`src/rtl/cache_ctrl_2way.sv`:
```
// 2-way set-associative, write-back / write-allocate cache controller.
// One word per line, LRU replacement per set, tag/data held in registers.
// Sits in front of a single-port synchronous RAM and keeps saturating hit/miss counts.
module cache_ctrl_2way #(
    parameter int unsigned ADDR_W  = 5,
    parameter int unsigned DATA_W  = 8,
    parameter int unsigned INDEX_W = 1,
    parameter int unsigned MEM_LAT = 1,
    parameter int unsigned STAT_W  = 8
) (
    input  logic              clock,
    input  logic              resetn,
    input  logic              req,
    input  logic [ADDR_W-1:0] address,
    input  logic [DATA_W-1:0] data,
    input  logic              wren,
    output logic              ready,
    output logic              valid,
    output logic [DATA_W-1:0] q,
    output logic              hit,
    output logic [STAT_W-1:0] hit_count,
    output logic [STAT_W-1:0] miss_count,
    output logic [ADDR_W-1:0] mem_address,
    output logic [DATA_W-1:0] mem_data,
    output logic              mem_wren,
    input  logic [DATA_W-1:0] mem_q
);

    localparam int unsigned SETS  = 2 ** INDEX_W;
    localparam int unsigned TAG_W = ADDR_W - INDEX_W;
    localparam int unsigned LAT_W = (MEM_LAT > 1) ? $clog2(MEM_LAT) : 1;

    typedef enum logic [2:0] {
        IDLE,
        LOOKUP,
        WRITEBACK,
        FILL,
        RESPOND
    } stateT;

    stateT state;
    stateT nextState;

    // Latched request
    logic [ADDR_W-1:0] reqAddr;
    logic [DATA_W-1:0] reqData;
    logic              reqWren;

    // Line storage, indexed [set][way]
    logic [SETS-1:0][1:0][TAG_W-1:0]  tagMem;
    logic [SETS-1:0][1:0][DATA_W-1:0] dataMem;
    logic [SETS-1:0][1:0]             validBits;
    logic [SETS-1:0][1:0]             dirtyBits;
    logic [SETS-1:0]                  lruBits;   // way to replace next

    logic              victimWay;
    logic [LAT_W-1:0]  fillCnt;
    logic [DATA_W-1:0] respData;
    logic              respHit;

    // Combinational lookup results
    logic [INDEX_W-1:0] reqIndex;
    logic [TAG_W-1:0]   reqTag;
    logic [1:0]         wayHit;
    logic               lookupHit;
    logic               hitWay;
    logic               victimSel;
    logic               victimDirty;
    logic               fillDone;

    // Registered-output next values
    logic              readyNext;
    logic              validNext;
    logic              memWrenNext;
    logic [ADDR_W-1:0] memAddrNext;
    logic [DATA_W-1:0] memDataNext;

    // Tag compare and victim selection for the latched request
    always_comb begin
        reqIndex    = reqAddr[INDEX_W-1:0];
        reqTag      = reqAddr[ADDR_W-1:INDEX_W];
        wayHit[0]   = validBits[reqIndex][0] && (tagMem[reqIndex][0] == reqTag);
        wayHit[1]   = validBits[reqIndex][1] && (tagMem[reqIndex][1] == reqTag);
        lookupHit   = |wayHit;
        hitWay      = ~wayHit[0];
        if (!validBits[reqIndex][0]) begin
            victimSel = 1'b0;
        end else if (!validBits[reqIndex][1]) begin
            victimSel = 1'b1;
        end else begin
            victimSel = lruBits[reqIndex];
        end
        victimDirty = validBits[reqIndex][victimSel] && dirtyBits[reqIndex][victimSel];
        fillDone    = reqWren || (fillCnt == LAT_W'(MEM_LAT - 1));
    end

    // State register
    always_ff @(posedge clock or negedge resetn) begin
        if (!resetn) begin
            state <= IDLE;
        end else begin
            state <= nextState;
        end
    end

    // Next-state decode
    always_comb begin
        nextState = state;
        case (state)
            IDLE:      if (req && ready) nextState = LOOKUP;
            LOOKUP: begin
                if (lookupHit) begin
                    nextState = RESPOND;
                end else if (victimDirty) begin
                    nextState = WRITEBACK;
                end else begin
                    nextState = FILL;
                end
            end
            WRITEBACK: nextState = FILL;
            FILL:      if (fillDone) nextState = RESPOND;
            RESPOND:   nextState = IDLE;
            default:   nextState = IDLE;
        endcase
    end

    // Next values of the handshake and RAM-port outputs
    always_comb begin
        readyNext   = (nextState == IDLE);
        validNext   = (state == RESPOND);
        memWrenNext = 1'b0;
        memAddrNext = mem_address;
        memDataNext = mem_data;
        if (nextState == WRITEBACK) begin
            memWrenNext = 1'b1;
            memAddrNext = {tagMem[reqIndex][victimSel], reqIndex};
            memDataNext = dataMem[reqIndex][victimSel];
        end else if ((nextState == FILL) && !reqWren) begin
            memAddrNext = reqAddr;
        end
    end

    // Output registers, request latch, line storage and statistics
    always_ff @(posedge clock or negedge resetn) begin
        if (!resetn) begin
            ready       <= 1'b1;
            valid       <= 1'b0;
            q           <= '0;
            hit         <= 1'b0;
            hit_count   <= '0;
            miss_count  <= '0;
            mem_address <= '0;
            mem_data    <= '0;
            mem_wren    <= 1'b0;
            reqAddr     <= '0;
            reqData     <= '0;
            reqWren     <= 1'b0;
            tagMem      <= '0;
            dataMem     <= '0;
            validBits   <= '0;
            dirtyBits   <= '0;
            lruBits     <= '0;
            victimWay   <= 1'b0;
            fillCnt     <= '0;
            respData    <= '0;
            respHit     <= 1'b0;
        end else begin
            ready       <= readyNext;
            valid       <= validNext;
            mem_wren    <= memWrenNext;
            mem_address <= memAddrNext;
            mem_data    <= memDataNext;
            if (state == RESPOND) begin
                q   <= respData;
                hit <= respHit;
            end
            case (state)
                IDLE: begin
                    if (req && ready) begin
                        reqAddr <= address;
                        reqData <= data;
                        reqWren <= wren;
                    end
                end
                LOOKUP: begin
                    victimWay <= victimSel;
                    fillCnt   <= '0;
                    respHit   <= lookupHit;
                    if (lookupHit) begin
                        lruBits[reqIndex] <= ~hitWay;
                        if (!(&hit_count)) hit_count <= hit_count + STAT_W'(1);
                        if (reqWren) begin
                            dataMem[reqIndex][hitWay]   <= reqData;
                            dirtyBits[reqIndex][hitWay] <= 1'b1;
                            respData                    <= reqData;
                        end else begin
                            respData <= dataMem[reqIndex][hitWay];
                        end
                    end else begin
                        if (!(&miss_count)) miss_count <= miss_count + STAT_W'(1);
                    end
                end
                FILL: begin
                    if (fillDone) begin
                        tagMem[reqIndex][victimWay]    <= reqTag;
                        validBits[reqIndex][victimWay] <= 1'b1;
                        dirtyBits[reqIndex][victimWay] <= reqWren;
                        dataMem[reqIndex][victimWay]   <= reqWren ? reqData : mem_q;
                        respData                       <= reqWren ? reqData : mem_q;
                        lruBits[reqIndex]              <= ~victimWay;
                    end else begin
                        fillCnt <= fillCnt + LAT_W'(1);
                    end
                end
                default: ;
            endcase
        end
    end

endmodule
```
`config.mk`:
```
export PLATFORM = sky130hd
export DESIGN_NAME = cache_ctrl_2way
export DESIGN_NICKNAME = d
export VERILOG_FILES = /design/src/rtl/cache_ctrl_2way.sv
export SDC_FILE = /design/constraint.sdc
export NUM_CORES = 1
export LEC_CHECK = 0
export CORE_ASPECT_RATIO = 1.5
export CORE_MARGIN = 8
export CORE_UTILIZATION = 55
export DETAILED_ROUTE_END_ITERATION = 16
export GPL_TIMING_DRIVEN = 0
export PLACE_DENSITY = 0.85
export SLEW_MARGIN = 5
export SYNTH_ARGS = -nofsm -noshare
export SYNTH_HDL_FRONTEND = slang
export SYNTH_SLANG_ARGS = --single-unit
```
`constraint.sdc`:
```
create_clock -name clock -period 2.65 [get_ports clock]
set_input_delay 0.3975 -clock clock [delete_from_list [all_inputs] [get_ports clock]]
set_output_delay 0.3975 -clock clock [all_outputs]
set_load 0.1 [all_outputs]
```
# Word level (Yosys, flattened, before mapping)
# Cells that the tools add are included.
# totals
ff_bits,127
latchBits,0
ramBits,0
rom_bits,0
inputBits,25
output_inout_bits,41
wordCells,160
memories,0
# classes
addsub,3
n_mul,0
div_mod_pow,0
magnitude_cmp,7
n_eq_ne,12
shift,0
muxes,76
n_bitwise,8
reduce_logical,24
# op_table
op,count
$mux 8,13
$mux 32,3
$bwmux 32,2
$mux 16,4
$pmux 32 s2,1
$demux 16 s1,2
$demux 8 s1,3
$mux 4,6
$add 8x1->8 const B,2
$bwmux 16,1
$mux 2,8
$pmux 8 s2,1
$reduce_and 8->1,2
$mux 1,14
$eq 3x2->1 const B,4
$pmux 3 s4,1
$mux 5,2
$mux 3,3
$reduce_and 3->1,3
$eq 4x4->1,2
$logic_and 1x1->1,8
$lt 1x2->1 const B,4
$ne 2x2->1 const B,4
$or 4x4->4,2
other kinds (20),35

# Depth between registers and ports, before layout
# depth
depth_word,15
depth_mapped,9
ltp_nobuf,6

# Worst setup path before layout
# No wires, ideal clock.
# synth_timing
path_type,flip-flop to flip-flop
startpoint,register reqAddr[0]
endpoint,register dataMem[23] (netlist bit)
setup_time_ns,0.128
arrival_ns,2.135
t_required_ns,2.522
slack_ns,0.388
stages_incl_launch_ff,10
n_path_buf,3
period_less_slack_ns,2.262
cell_sequence,dfrtp_1 buf_6 mux2i_1 xnor2_1 and4_4 buf_4 a21oi_1 a211oi_1 buf_4 mux2_1
# synth_between
elab_chain_cells,15
elab_cells_between_ends,30
cone_classes,order compare: 4; eq/ne: 3; mux: 16; bitwise: 1; reduce/logical: 6
# synth_lines
element,line_no,text
from (decl),45,logic [ADDR_W-1:0] reqAddr;
from (signal assigned),180,reqAddr <= address;
$mux 8 (not written as such) (2 in series),83,wayHit[1] = validBits[reqIndex][1] && (tagMem[reqIndex][1] == reqTag);
$eq 4x4->1,82,wayHit[0] = validBits[reqIndex][0] && (tagMem[reqIndex][0] == reqTag);
$logic_and 1x1->1,82,
$not 1->1,85,hitWay = ~wayHit[0];
$lt 1x2->1 (not written as such) / $ge 1x1->1 (equally long branches),193,dataMem[reqIndex][hitWay] <= reqData;
$logic_and 1x1->1 (not written as such),193,
$mux 8 (not written as such),193,
$demux 8 s1,193,
$mux 16 (not written as such),193,
$demux 16 s1,193,
$bwmux 32,193,
$mux 32,192,if (reqWren) begin
$mux 32,189,if (lookupHit) begin
$pmux 32 s2,177,case (state)
"to (signal, indexed assignment)",193,
"to (signal, indexed assignment)",208,dataMem[reqIndex][victimWay] <= reqWren ? reqData : mem_q;
to (decl),51,logic [SETS-1:0][1:0][DATA_W-1:0] dataMem;
# Parallel ways exist; a longest one is shown, timed or not. The select of a mux whose other input is x is not followed.
# A chain may end at the register's enable or synchronous reset.

# Final worst setup path
# layout_timing
startpoint,register reqAddr[0]
endpoint,register respData[4]
# layout_between
elab_chain_cells,9
elab_cells_between_ends,18
cone_classes,eq/ne: 3; mux: 11; reduce/logical: 4
# layout_lines
element,line_no,text
$mux 8 (not written as such) (2 in series),83,
$eq 4x4->1,82,
$logic_and 1x1->1,82,
$mux 8 (not written as such) (2 in series),197,respData <= dataMem[reqIndex][hitWay];
$mux 8,192,
$mux 8,189,
$pmux 8 s2,177,
to (signal assigned),195,respData <= reqData;
to (signal assigned),197,
to (signal assigned),209,respData <= reqWren ? reqData : mem_q;
to (decl),58,logic [DATA_W-1:0] respData;
# Parallel ways exist; a longest one is shown, timed or not. The select of a mux whose other input is x is not followed.

==> metrics.txt <==
status=completed; post-synthesis simple-gate area fraction=0.120; Synth Area in Compound Gates=0.100; CP max-delay cell=dfrtp_1; post-synthesis cell type count=60; path type of the worst min-delay path=flip-flop to flip-flop; Wirelength per Cell=21.6 um; EDFF count, synth=0; Routed WL=17,200 um; Post-Synth XOR/XNOR Area=0.0334; Yosys warning count=0; reg2reg path depth=9; Clk pin slew, worst setup/hold paths=0.06 ns; via count=4,986; Core ar.=11,400 um^2; vias per inst=6.25; Fmax=388 MHz; CTS tree=done; DRT Pass-1 Iters=5; top_reg_cell synth=dfrtp_1; reg-to-reg endpoint=respData[4]; Hold Crit Endpoint=validBits[0]; final setup violation count=0; Antenna Cells=0; critical path's largest stage delay=0.40 ns; initial antenna violation count=0; Net Count, Synth=565; ANT nets after route=0; sequential share of the synthesized area=0.505; Chip Height=147 um; largest net degree at the start of global routing=78; Die ar.=15,200 um^2; first-pass GRT wire length=27,700 um; nets@finish=662; dpl cells=754; synthesized cell area=6300 um^2; Post-Synth Adder-Cell Area=0.00397; CTS Buf Count=17; largest family of logic cells by synthesized area=multiplexers; Worst-Margin Slew=1.06 ns; mux share of post-synthesis cell area=0.199; Clock Latency Late Sink=0.42 ns; R2R Setup Slk=0.07 ns; Avg Synthesized Cell Area=11.7 um^2; Placer Congestion=0.920; hold path depth=1; root buf cell=clkbuf_16; Critical Path, Cell by Cell=buf_6, mux2i_1, xnor2_1, and4_4, buf_4, buf_2, mux2_2, nand2_1, a31oi_1; Tcrit/Tclk final=0.973; Finished Layout Cells=798; H-tree Lvls=4; initial drt markers=432; required time of the critical path=2.93 ns; Gate Count Post-Synth=538; worst endpoint data arrival time=2.85 ns; clk sink count=127; flops & latches, synth=127; Worst Clk Skew=0.00836 ns; min-delay src=validBits[0]; die width=103 um; vias in the first global route=5,410; Crit. End Element=flip-flop; max_slew headroom=0.289; Starting Density=0.555; P&R area growth vs syn=25.8%; setup_tns=0 ns; Clock Tree Buf Depth=2; layout cells sized above 1=0.233; gr usage total=0.240; Rows=48; port bufs=65; total gr overflow=0; Pins Over Slew Limit=0; worst-path maximum fanout=10; Crit Path Class=flip-flop to flip-flop; r2r startpoint=reqAddr[0]; max cap viols=0; CP Launch Type=flip-flop; drt drc=0; number of top-level pins=66; Fin. Hold Viols=0; DP HPWL=11,300 um; Async SR Flop Fraction=1.00; Filler cells=737; min Tclk post-route=2.58 ns
-- layout by cell type (no fill, tap or decap), types with 3 or more instances in the layout --
cell / instances
dfrtp_1: 126
mux2_2: 64
clkdlybuf4s50_1: 64
nand2_1: 53
inv_1: 25
mux2i_1: 23
clkbuf_1: 19
o21ai_0: 17
clkbuf_16: 17
and3_1: 16
xor2_1: 14
nor2_1: 14
buf_4: 12
mux4_2: 12
a21oi_1: 11
xnor2_1: 10
nor3_1: 10
a22oi_1: 8
nand3_1: 7
a22o_1: 7
o32ai_1: 7
a31oi_1: 7
nand2b_1: 6
buf_6: 5
buf_2: 5
o22ai_1: 4
o221ai_1: 4
nor4b_1: 4
nor4_1: 4
clkinvlp_4: 4
nor2_2: 3
and4_1: 3
mux2_1: 3
or2_2: 3
bufinv_16: 3
-- cell families (layout without fill, tap and decap cells) --
group                      Yosys count  after routing
adders and majority gates            2              2
xor gates and xnor gates            24             24
muxes                              102            102
buffers and inverters               54            164
AOI/OAI and AO/OA                   87             87
DFF                                127            127
and+or+nand+nor                    142            142
-- cell usage after synthesis (7+ instances only) --
master	instances	area, um^2
nand3_1	7	35.0
and3_1	16	100
nor3_1	10	50.1
nand2_1	53	199
o21ai_0	18	90.1
a21oi_1	11	55.1
dfrtp_1	126	3150
nor2_1	17	63.8
clkbuf_1	17	63.8
mux4_2	12	270
mux2i_1	23	230
a22o_1	7	61.3
mux2_2	64	721
o32ai_1	7	61.3
inv_1	25	93.8
a31oi_1	7	43.8
xor2_1	14	123
xnor2_1	10	87.6
a22oi_1	8	60.1
-- flip-flops by register name (all words and copies together) (netlist names), 8 cells and up --
register    cells
dataMem        32
tagMem         16
hit_count       8
mem_data        8
miss_count      8
q               8
reqData         8
respData        8
-- cell type report --
cell class	instances	area (um^2)	area share
inverter	25	93.8	0.0118
buffer	29	158	0.0199
clock inverter	9	134	0.0169
sequential	127	3180	0.401
timing repair buffer	78	797	0.101
clock buffer	23	468	0.0590
multi-input combinational	357	2910	0.367
tap	150	188	0.0237
-- worst max-delay path: cells and delay by family, from the launching register on --
family | cells | cell delay, ns
muxes | 2 | 0.62
buffers and inverters | 3 | 0.70
xor gates and xnor gates | 1 | 0.20
DFF | 1 | 0.40
AOI/OAI and AO/OA | 1 | 0.10
and+or+nand+nor | 2 | 0.41
-- worst max-delay path by stage --
stage	start	to	slack (ns)	cells past startpoint
6_report	reqAddr[0]	respData[4]	0.07	9
2_1_floorplan	reqAddr[0]	dataMem[23]	0.39	9
3_3_place_gp	resetn	hit_count[6]	-3.59	1
4_1_cts	reqAddr[0]	mem_data[5]	0.04	7
5_1_grt	reqAddr[0]	mem_data[5]	-0.02	8
3_5_place_dp	reqAddr[0]	mem_data[5]	-0.14	8
-- through the flow --
step / worst slack, ns / utilization / area [um^2] / hold WS [ns]
2_1_floorplan: 0.388 / - / 6300 / 0.102
3_3_place_gp: -3.59 / 0.629 / 7140 / 0.445
3_5_place_dp: -0.143 / 0.632 / 7170 / 0.380
4_1_cts: 0.0419 / 0.690 / 7840 / 0.466
5_1_grt: -0.0207 / 0.698 / 7930 / 0.475
6_report: 0.0724 / 0.698 / 7930 / 0.464
-- per-layer routing --
metal,routed length (um),up-vias,global-route usage
met2,8910,284,0.385
met1,6210,2460,0.266
met3,1310,85,0.0701
met5,0,-,0
li1,-,2157,-
met4,812,0,0.156
-- timing repair --
action	in CTS	in global routing
gates resized for setup	3	12
setup endpoints to repair	32	63
endpoints found under the hold margin	50	0
buffers inserted	5	6
hold buffers	1	0
pin swaps	2	2
Power is left out: the tool's default activity adds up to more than one toggle a clock period on the data nets, which glitch-free logic cannot reach.
